### src/rtl/emio_reg_pkg.sv
// Shared constants for the EMIO GPIO register responder:
// bus bit positions, register addresses and FSM states.
package emio_reg_pkg;

    localparam int WDATA_LSB = 0;
    localparam int ADDR_LSB  = 32;
    localparam int WE_BIT    = 40;
    localparam int REQ_BIT   = 41;
    localparam int ACK_BIT   = 32;
    localparam int ERR_BIT   = 33;

    localparam logic [7:0] ADDR_ID      = 8'h00;
    localparam logic [7:0] ADDR_LED     = 8'h01;
    localparam logic [7:0] ADDR_SW      = 8'h02;
    localparam logic [7:0] ADDR_SCRATCH = 8'h03;
    localparam logic [7:0] ADDR_CNT     = 8'h04;

    typedef enum logic [2:0] {
        INIT,
        IDLE,
        CAPTURE,
        EXEC,
        RESP
    } state_t;

endpackage

### src/rtl/emio_reg_responder_if.sv
// PS7 EMIO GPIO bank as seen from the PL.
// master = PS side, slave = PL responder.
interface emio_reg_responder_if;

    logic [63:0] gpio_o;
    logic [63:0] gpio_t;
    logic [63:0] gpio_i;

    modport master (
        output gpio_o,
        output gpio_t,
        input  gpio_i
    );

    modport slave (
        input  gpio_o,
        input  gpio_t,
        output gpio_i
    );

endinterface

### src/rtl/emio_sync.sv
// Multi-flop synchronizer chain with synchronous reset.
// STAGES must be at least 2.
module emio_sync #(
    parameter int W      = 1,
    parameter int STAGES = 2
) (
    input  logic         clk,
    input  logic         rst,
    input  logic [W-1:0] d,
    output logic [W-1:0] q
);

    logic [STAGES-1:0][W-1:0] chain;

    always_ff @(posedge clk) begin
        if (rst) begin
            chain <= '0;
        end else begin
            chain <= {chain[STAGES-2:0], d};
        end
    end

    assign q = chain[STAGES-1];

endmodule

### src/rtl/emio_reg_responder.sv
// PL register responder driven by PS software over EMIO GPIO
// using a req/ack toggle handshake.
module emio_reg_responder
    import emio_reg_pkg::*;
#(
    parameter logic [31:0] ID_VALUE    = 32'h475A_0001,
    parameter int          LED_W       = 4,
    parameter int          SW_W        = 2,
    parameter int          SYNC_STAGES = 2
) (
    input  logic             clk,
    input  logic             rst,
    emio_reg_responder_if.slave emio,
    input  logic [SW_W-1:0]  sw,
    output logic [LED_W-1:0] led
);

    localparam int CW = $clog2(SYNC_STAGES + 1) + 1;
    localparam logic [CW-1:0] INIT_LAST = CW'(SYNC_STAGES);

    logic            req_s;
    logic [SW_W-1:0] sw_s;

    state_t          state_q;
    state_t          state_d;
    logic [CW-1:0]   init_cnt_q;

    logic            init_done;
    logic            do_capture;
    logic            do_exec;
    logic            do_resp;

    logic            ack_q;
    logic            err_q;
    logic [31:0]     rdata_q;

    logic [7:0]      addr_q;
    logic            we_q;
    logic [31:0]     wdata_q;

    logic [LED_W-1:0] led_q;
    logic [31:0]      scratch_q;
    logic [31:0]      cnt_q;

    logic            hit_id;
    logic            hit_led;
    logic            hit_sw;
    logic            hit_scratch;
    logic            hit_cnt;
    logic [31:0]     rd_data;
    logic            rd_err;

    logic            wr_led;
    logic            wr_scratch;
    logic            wr_cnt;

    wire unused_bits = ^{emio.gpio_t, emio.gpio_o[63:REQ_BIT+1]};

    emio_sync #(
        .W      (1),
        .STAGES (SYNC_STAGES)
    ) u_req_sync (
        .clk (clk),
        .rst (rst),
        .d   (emio.gpio_o[REQ_BIT]),
        .q   (req_s)
    );

    emio_sync #(
        .W      (SW_W),
        .STAGES (SYNC_STAGES)
    ) u_sw_sync (
        .clk (clk),
        .rst (rst),
        .d   (sw),
        .q   (sw_s)
    );

    always_ff @(posedge clk) begin
        if (rst) begin
            state_q    <= INIT;
            init_cnt_q <= '0;
        end else begin
            state_q <= state_d;
            if (state_q == INIT && !init_done) begin
                init_cnt_q <= init_cnt_q + CW'(1);
            end
        end
    end

    // INIT waits until the req synchronizer holds a real sample
    // before aligning ack, so a stale req level is not a request.
    always_comb begin
        state_d    = state_q;
        init_done  = 1'b0;
        do_capture = 1'b0;
        do_exec    = 1'b0;
        do_resp    = 1'b0;
        unique case (state_q)
            INIT: begin
                if (init_cnt_q == INIT_LAST) begin
                    init_done = 1'b1;
                    state_d   = IDLE;
                end
            end
            IDLE: begin
                if (req_s != ack_q) begin
                    state_d = CAPTURE;
                end
            end
            CAPTURE: begin
                do_capture = 1'b1;
                state_d    = EXEC;
            end
            EXEC: begin
                do_exec = 1'b1;
                state_d = RESP;
            end
            RESP: begin
                do_resp = 1'b1;
                state_d = IDLE;
            end
            default: begin
                state_d = INIT;
            end
        endcase
    end

    always_ff @(posedge clk) begin
        if (rst) begin
            ack_q <= 1'b0;
        end else if (init_done) begin
            ack_q <= req_s;
        end else if (do_resp) begin
            ack_q <= ~ack_q;
        end
    end

    always_ff @(posedge clk) begin
        if (rst) begin
            addr_q  <= '0;
            we_q    <= 1'b0;
            wdata_q <= '0;
        end else if (do_capture) begin
            addr_q  <= emio.gpio_o[ADDR_LSB +: 8];
            we_q    <= emio.gpio_o[WE_BIT];
            wdata_q <= emio.gpio_o[WDATA_LSB +: 32];
        end
    end

    assign hit_id      = (addr_q == ADDR_ID);
    assign hit_led     = (addr_q == ADDR_LED);
    assign hit_sw      = (addr_q == ADDR_SW);
    assign hit_scratch = (addr_q == ADDR_SCRATCH);
    assign hit_cnt     = (addr_q == ADDR_CNT);

    always_comb begin
        rd_data = '0;
        rd_err  = 1'b0;
        unique case (1'b1)
            hit_id:      rd_data = ID_VALUE;
            hit_led:     rd_data = 32'(led_q);
            hit_sw:      rd_data = 32'(sw_s);
            hit_scratch: rd_data = scratch_q;
            hit_cnt:     rd_data = cnt_q;
            default:     rd_err  = 1'b1;
        endcase
    end

    assign wr_led     = do_exec & we_q & hit_led;
    assign wr_scratch = do_exec & we_q & hit_scratch;
    assign wr_cnt     = do_exec & we_q & hit_cnt;

    always_ff @(posedge clk) begin
        if (rst) begin
            rdata_q <= '0;
            err_q   <= 1'b0;
        end else if (do_exec) begin
            rdata_q <= we_q ? 32'h0 : rd_data;
            err_q   <= rd_err;
        end
    end

    always_ff @(posedge clk) begin
        if (rst) begin
            led_q     <= '0;
            scratch_q <= '0;
        end else begin
            if (wr_led) begin
                led_q <= wdata_q[LED_W-1:0];
            end
            if (wr_scratch) begin
                scratch_q <= wdata_q;
            end
        end
    end

    // A clearing write wins over the increment in the same cycle.
    always_ff @(posedge clk) begin
        if (rst || wr_cnt) begin
            cnt_q <= '0;
        end else begin
            cnt_q <= cnt_q + 32'd1;
        end
    end

    always_comb begin
        emio.gpio_i                = '0;
        emio.gpio_i[31:0]          = rdata_q;
        emio.gpio_i[ACK_BIT]       = ack_q;
        emio.gpio_i[ERR_BIT]       = err_q;
    end

    assign led = led_q;

endmodule

### src/flat_wrapper.sv
// flat-port wrapper written by rule: the top's interface ports become plain ports
module emio_reg_responder_flat import emio_reg_pkg::*;
#(
    parameter logic [31:0] ID_VALUE    = 32'h475A_0001,
    parameter int          LED_W       = 4,
    parameter int          SW_W        = 2,
    parameter int          SYNC_STAGES = 2
)
  (clk, rst, sw, led, emio_gpio_o, emio_gpio_t, emio_gpio_i);
  emio_reg_responder_if emio_i ();
  input  logic clk;
  input  logic rst;
  input  logic [SW_W-1:0] sw;
  output logic [LED_W-1:0] led;
  input wire logic [$bits(emio_i.gpio_o)-1:0] emio_gpio_o;
  input wire logic [$bits(emio_i.gpio_t)-1:0] emio_gpio_t;
  output wire logic [$bits(emio_i.gpio_i)-1:0] emio_gpio_i;
  assign emio_i.gpio_o = emio_gpio_o;
  assign emio_i.gpio_t = emio_gpio_t;
  assign emio_gpio_i = emio_i.gpio_i;
  emio_reg_responder #(.ID_VALUE(ID_VALUE), .LED_W(LED_W), .SW_W(SW_W), .SYNC_STAGES(SYNC_STAGES)) u_core (.clk(clk), .rst(rst), .emio(emio_i), .sw(sw), .led(led));
endmodule
### config.mk
export PLATFORM = sky130hd
export DESIGN_NAME = emio_reg_responder_flat
export DESIGN_NICKNAME = d
export VERILOG_FILES = /design/src/rtl/emio_reg_pkg.sv /design/src/rtl/emio_reg_responder_if.sv /design/src/rtl/emio_sync.sv /design/src/rtl/emio_reg_responder.sv /design/src/flat_wrapper.sv
export SDC_FILE = /design/constraint.sdc
export NUM_CORES = 1
export LEC_CHECK = 0
export BUFFER_PORTS_ARGS = -buffer_cell sky130_fd_sc_hd__buf_4
export CAP_MARGIN = 20
export CORE_MARGIN = 3
export CORE_UTILIZATION = 51
export DETAILED_ROUTE_END_ITERATION = 6
export PLACE_DENSITY = 0.83
export SLEW_MARGIN = 40
export SYNTH_ARGS = -nofsm -noshare
export SYNTH_HDL_FRONTEND = slang
export SYNTH_SLANG_ARGS = --single-unit
### constraint.sdc
create_clock -name clk -period 2.2 [get_ports clk]
set_input_delay 0.22 -clock clk [delete_from_list [all_inputs] [get_ports clk]]
set_output_delay 0.22 -clock clk [all_outputs]
set_load 0.05 [all_outputs]
Word-level counts from Yosys, hierarchy flattened
Index checks and enable logic that the tools add are counted.

Add/sub/neg operators: 2. Equality and inequality tests: 12. Mux-type cells: 13. Bitwise logic cells: 5. Reductions and logical operators: 8.

Operator list (count): one-hot mux 32 bit (5 select lines) (1); adder 32 x 1 -> 32 bit, second input constant (1); two-way mux 32 bit (1); equality test 8 x 2 -> 1 bit, second input constant (2); one-hot mux 3 bit (5 select lines) (1); equality test 3 x 2 -> 1 bit, second input constant (3); equality test 8 x 1 -> 1 bit, second input constant (1); equality test 8 x 3 -> 1 bit, second input constant (1); logical NOT 8 bit (1); two-way mux 1 bit (8); two-way mux 3 bit (2); OR reduction 5 bit (1); bitwise AND 1 bit (4); adder 3 x 1 -> 3 bit, second input constant (1); equality test 3 x 1 -> 1 bit, second input constant (1); equality test 3 bit, second input constant (1); logical NOT 3 bit (1); != test 2 x 1 -> 1 bit, second input constant (1); != test 2 bit, second input constant (1); AND reduction 2 bit (1); nonzero test 2 bit (1); logical AND 1 bit (1); logical NOT 1 bit (1); logical OR 1 bit (1); 2 further kinds (2).

Register bits: 155. Output and inout bits: 68. Word-level logic and storage cells: 55.

Longest topological paths before layout
Depth in word-level cells: 5. Gate-level depth with buffers: 7. Mapped depth without buffers: 6.

By module
A second synthesis with hierarchy kept.

Cells, all modules: 781. Area, all modules: 6399.9 um2.

By module, submodules not included: emio_reg_responder (instances 1, cells each 767, area an instance 6227.2 um2, sequential area each 2982.9 um2); emio_sync (u_core.u_sw_sync) (instances 1, cells each 10, area an instance 120.1 um2, sequential area each 80.1 um2); emio_sync (u_core.u_req_sync) (instances 1, cells each 4, area an instance 52.6 um2, sequential area each 40.0 um2).

Worst setup path after synthesis
Ideal clock, no wire load.

Kind: register -> register. Start: register u_core.cnt_q[0]. End: register u_core.cnt_q[18]. Library setup time: 0.070 ns. Arrival: 1.905 ns. Data required time: 2.130 ns. Slack: 0.225 ns. Cell stages (with the launch flop): 8. Path buffers: 2. Clock period less this slack: 1.975 ns. Cell sequence: dfxtp_1 > ha_1 > nand4_1 > or4_1 > clkbuf_1 > buf_2 > or3_1 > a21oi_1.

Word-level cells in the longest chain between the ends: 1.

Ends and longest elaborated chain: start: declaration (RTL line emio_reg_responder.sv:43) `logic [31:0] cnt_q;`; start signal: assignment (RTL line emio_reg_responder.sv:203) `cnt_q <= cnt_q + 32'd1;`; adder 32 x 1 -> 32 bit (RTL line emio_reg_responder.sv:203).

No other way between the ends. A chain may end at the register's enable or synchronous reset.

Worst setup path after layout
Start: register u_core.addr_q[2]. End: register u_core.rdata_q[1].

Word-level cells in the longest chain between the ends: 3. Elaborated cells between the ends (all ways): 7. Classes of those cells: eq/ne: 4; mux: 2; reduce/logical: 1.

Ends and longest elaborated chain: start: declaration (RTL line emio_reg_responder.sv:37) `logic [7:0] addr_q;`; start signal: assignment (RTL line emio_reg_responder.sv:145) `addr_q <= emio.gpio_o[ADDR_LSB +: 8];`; equality test 8 x 3 -> 1 bit, or another cell as far along (RTL line emio_reg_responder.sv:155) `assign hit_cnt = (addr_q == ADDR_CNT);`; one-hot mux 32 bit (5 select lines) * (RTL line emio_reg_responder.sv:160) `unique case (1'b1)`; two-way mux 32 bit * (RTL line emio_reg_responder.sv:179) `rdata_q <= we_q ? 32'h0 : rd_data;`; end signal: assignment (RTL line emio_reg_responder.sv:179); end: declaration (RTL line emio_reg_responder.sv:35) `logic [31:0] rdata_q;`.

Every way passes the cells marked *; elsewhere a longest branch is shown, timed or not.

==> results by group <==
Status
  – Status: complete, no violations

Floorplan
  – Ports: 200
  – Die area: about 14000 sq um
  – Core area: 12300 sq um
  – Die Wd: 119 um
  – Rows: 40
  – Die H: roughly 120 um
  – Initial Util: 0.533

Clock tree
  – Post-CTS setup repair buffer count: 0
  – H-Tree Depth: 4
  – Root Buffer: clkbuf_16
  – Register clock-pin slew on the reported worst setup and hold paths: roughly 0.06 ns
  – Clock buffer count from CTS: 17
  – Clk_lat worst skew: between 0.4 and 0.5 ns
  – CTS tree: done
  – CTS sink count: 155
  – Maximum clock path buffer count: 2

Critical path
  – Slowest CP cell: nor4b_1
  – Critical Path Start Type: flop
  – Worst endpoint required time: between 2 and 3 ns
  – CP Data Arrival Time: 2.35 ns
  – Critical path class: reg -> reg
  – Max incr delay on CP: 0.68 ns
  – Crit Path Max Fanout: 14
  – Crit end category: flop
  – Critical path cell sequence: nor4b_1, a22oi_1, a2111oi_0, a31o_2

Place
  – Detail Placement HPWL: a little over 10000 um
  – Placed cell area: between 7000 and 8000 sq um
  – Gpl congestion: about 0.84
  – Buffers on Ports: 83

Synth
  – Synth async-reset ratio: 0
  – Synthesized area: around 6600 sq um
  – Post-synth top area cell: dfxtp_1
  – Syn Inst Count: approximately 810
  – Yosys warnings: 0
  – Top cell type's share of synthesized area: 0.473
  – EDFF count, synth: 0
  – Syn_area_per_cell: 8.07 sq um
  – Synth Register Bits: 155
  – Most used DFF post-synth: dfxtp_1
  – Yosys cell types: 51
  – Seq/Total Area, Yosys: 0.473
  – Largest cells by area after synthesis: dfxtp_1, nand2_1, a21oi_1

Timing
  – Final Cycle Share: 0.904
  – Max-slew violations: 0
  – Clk_skew: around 0.0083 ns
  – Final setup violation count: 0
  – Fmax: just over 500 MHz
  – Relative slew slack: 0.524
  – Hold Vio Cnt, Final: 0
  – RSZ-0062 raised after global routing: false
  – Final Critical Period: approximately 2 ns
  – Worst Max-Slew Pin Slew: ~0.71 ns
  – Final hold slack: roughly 0.023 ns
  – Setup TNS Final: 0 ns

Cells and area
  – Fillers: 1044
  – Finished Cell Area: around 8000 sq um
  – Layout area overhead: 21.6%
  – Diodes inserted: 0
  – Final #Nets: roughly 1000
  – Share of layout cells above drive strength 1: 0.181

Worst hold path
  – Hold Path Class: in -> reg

Global route
  – Total congestion overflow: 0
  – Vias in the first global route: between 5000 and 6000
  – Antenna violations before repair: 0
  – First-pass GRT wire length: 25300 um
  – Total Routing Usage GR: 0.216
  – Largest net degree at the start of global routing: 62

Detailed routing
  – Final WL: 15200 um
  – Wire per inst: approximately 14 um
  – Initial detailed-routing violation count: between 300 and 400
  – TritonRoute pass-1 iters: 5
  – DR vias: just under 6000
  – Routed Antenna Nets: 0
  – DRC violations left: 0
  – Vias/cell: approximately 5.4

Pwr
  – Total power: about 6.3 mW
  – LEAKAGE: between 2 and 3 nW
  – Maximum vdd drop: approximately 0.53 mV
  – PwrDens: around 800 nW/um^2

Flow run
  – Max_cap viols: 0
==> Yosys cell counts (2+ instances only) <==
| cell type | number |
|---|---|
| buf_4 | 32 |
| nand4_1 | 5 |
| nor2_1 | 24 |
| nand2_1 | 193 |
| and3b_1 | 4 |
| or3_1 | 39 |
| nand2b_1 | 12 |
| nor2b_1 | 9 |
| or4_1 | 15 |
| nor4b_1 | 2 |
| a21oi_1 | 127 |
| a211o_1 | 2 |
| nor3_1 | 3 |
| o31ai_1 | 11 |
| inv_1 | 10 |
| nand3b_1 | 4 |
| dfxtp_1 | 155 |
| xnor2_1 | 9 |
| nand4bb_1 | 2 |
| a21o_1 | 4 |
| nor4_1 | 2 |
| clkbuf_1 | 56 |
| buf_2 | 3 |
| a22oi_1 | 29 |
| mux2i_1 | 4 |
| nand3_1 | 14 |
| xor2_1 | 2 |
| ha_1 | 3 |
| o21ai_0 | 15 |
==> placed cells by master, fill, tap and decap left out, drive strengths merged, types with 6 or more instances in the layout <==
cell    netlist  routed
nand2       193     193
dfxtp       155     155
a21oi       127     127
buf          36     119
or3          39      39
conb          1      30
a22oi        29      29
nor2         24      24
clkbuf       56      19
o21ai        15      15
nand3        15      15
or4          15      15
nand2b       12      12
inv          10      12
o31ai        11      11
xnor2         9       9
nor2b         9       9
nand4         6       6
clkinv        0       6
==> timing repair <==
action | in CTS | in global routing
resized for setup | 0 | 3
hold endpoints to repair | 2 | 0
endpoints found under the setup margin | 0 | 12
hold buffers | 2 | 0
==> layout make-up <==
class,instances,area (sq um),share of cell area
clock buffer,19,453,0.0568
sequential,155,3100,0.389
tap,168,210,0.0264
inverter,10,37.5,0.00471
clock inverter,13,141,0.0177
timing repair buffer,121,938,0.118
multi-input combinational,584,3090,0.388
==> registers in the layout (all words and copies together) (netlist names), 2 cells and up <==
register,cells
u_core.addr_q,8
u_core.cnt_q,32
u_core.init_cnt_q,3
u_core.led,4
u_core.rdata_q,32
u_core.scratch_q,32
u_core.state_q,3
u_core.u_sw_sync.chain,2
u_core.u_sw_sync.q,2
u_core.wdata_q,32
==> per-layer routing <==
metal  wire length, um  vias up  part of all wire  track usage
met1              6590     2728              0.43        0.276
met4               204        0             0.013       0.0716
li1                  -     2877                 -            -
met5                 0        -                 0            0
met2              7600      161              0.50        0.356
met3               854       20             0.056       0.0575
==> critical path: cells and delay by family (launching register included) <==
kind / cells / cell delay [ns]
AO/OA/AOI/OAI: 3 / 0.79
AND/OR/NAND/NOR: 1 / 0.68
flip-flops: 1 / 0.47
==> power by group <==
part           internal, mW  leakage [nW]  total, mW  switching, mW
Sequential             2.87          1.25       2.93         0.0586
Clock                  1.74         0.286       2.90           1.17
Combinational         0.178          1.34      0.496          0.318
Total                  4.78          2.88       6.32           1.54
==> per-stage QoR <==
stage,utilization,worst slack (ns),instances
detailed placement,0.597,0.110,1036
CTS,0.647,0.0926,1070
global placement,0.597,0.136,1036
global route,0.648,0.0286,1070
floorplan,-,0.225,841
finish,0.648,0.210,1070
==> path summary, 6_finish.rpt <==
check                                 start                                   end  slack, ns  depth (start not counted)
max           u_core.addr_q[2]$_SDFFE_PP0N_        u_core.rdata_q[1]$_SDFFE_PP0P_       0.21                          4
max reg2reg   u_core.addr_q[2]$_SDFFE_PP0N_        u_core.rdata_q[1]$_SDFFE_PP0P_       0.21                          4
min reg2reg  u_core.rdata_q[6]$_SDFFE_PP0P_        u_core.rdata_q[6]$_SDFFE_PP0P_       0.45                          2
min                                   sw[1]  u_core.u_sw_sync.chain[1]$_SDFF_PP0_       0.02                          2
==> kinds of logic (layout without fill, tap and decap cells) <==
logic type | after synthesis | after routing | synth area share
flip-flops | 155 | 155 | 0.473
AND/OR/NAND/NOR | 340 | 340 | 0.251
AO/OA/AOI/OAI | 196 | 196 | 0.171
buffers and inverters | 102 | 163 | 0.0773
XOR/XNOR | 11 | 11 | 0.0147
multiplexers | 4 | 4 | 0.00611
other | 1 | 30 | 0.000572
adder cells (fa/ha/maj) | 3 | 3 | 0.00573
Power figures use the tool's default switching activity.
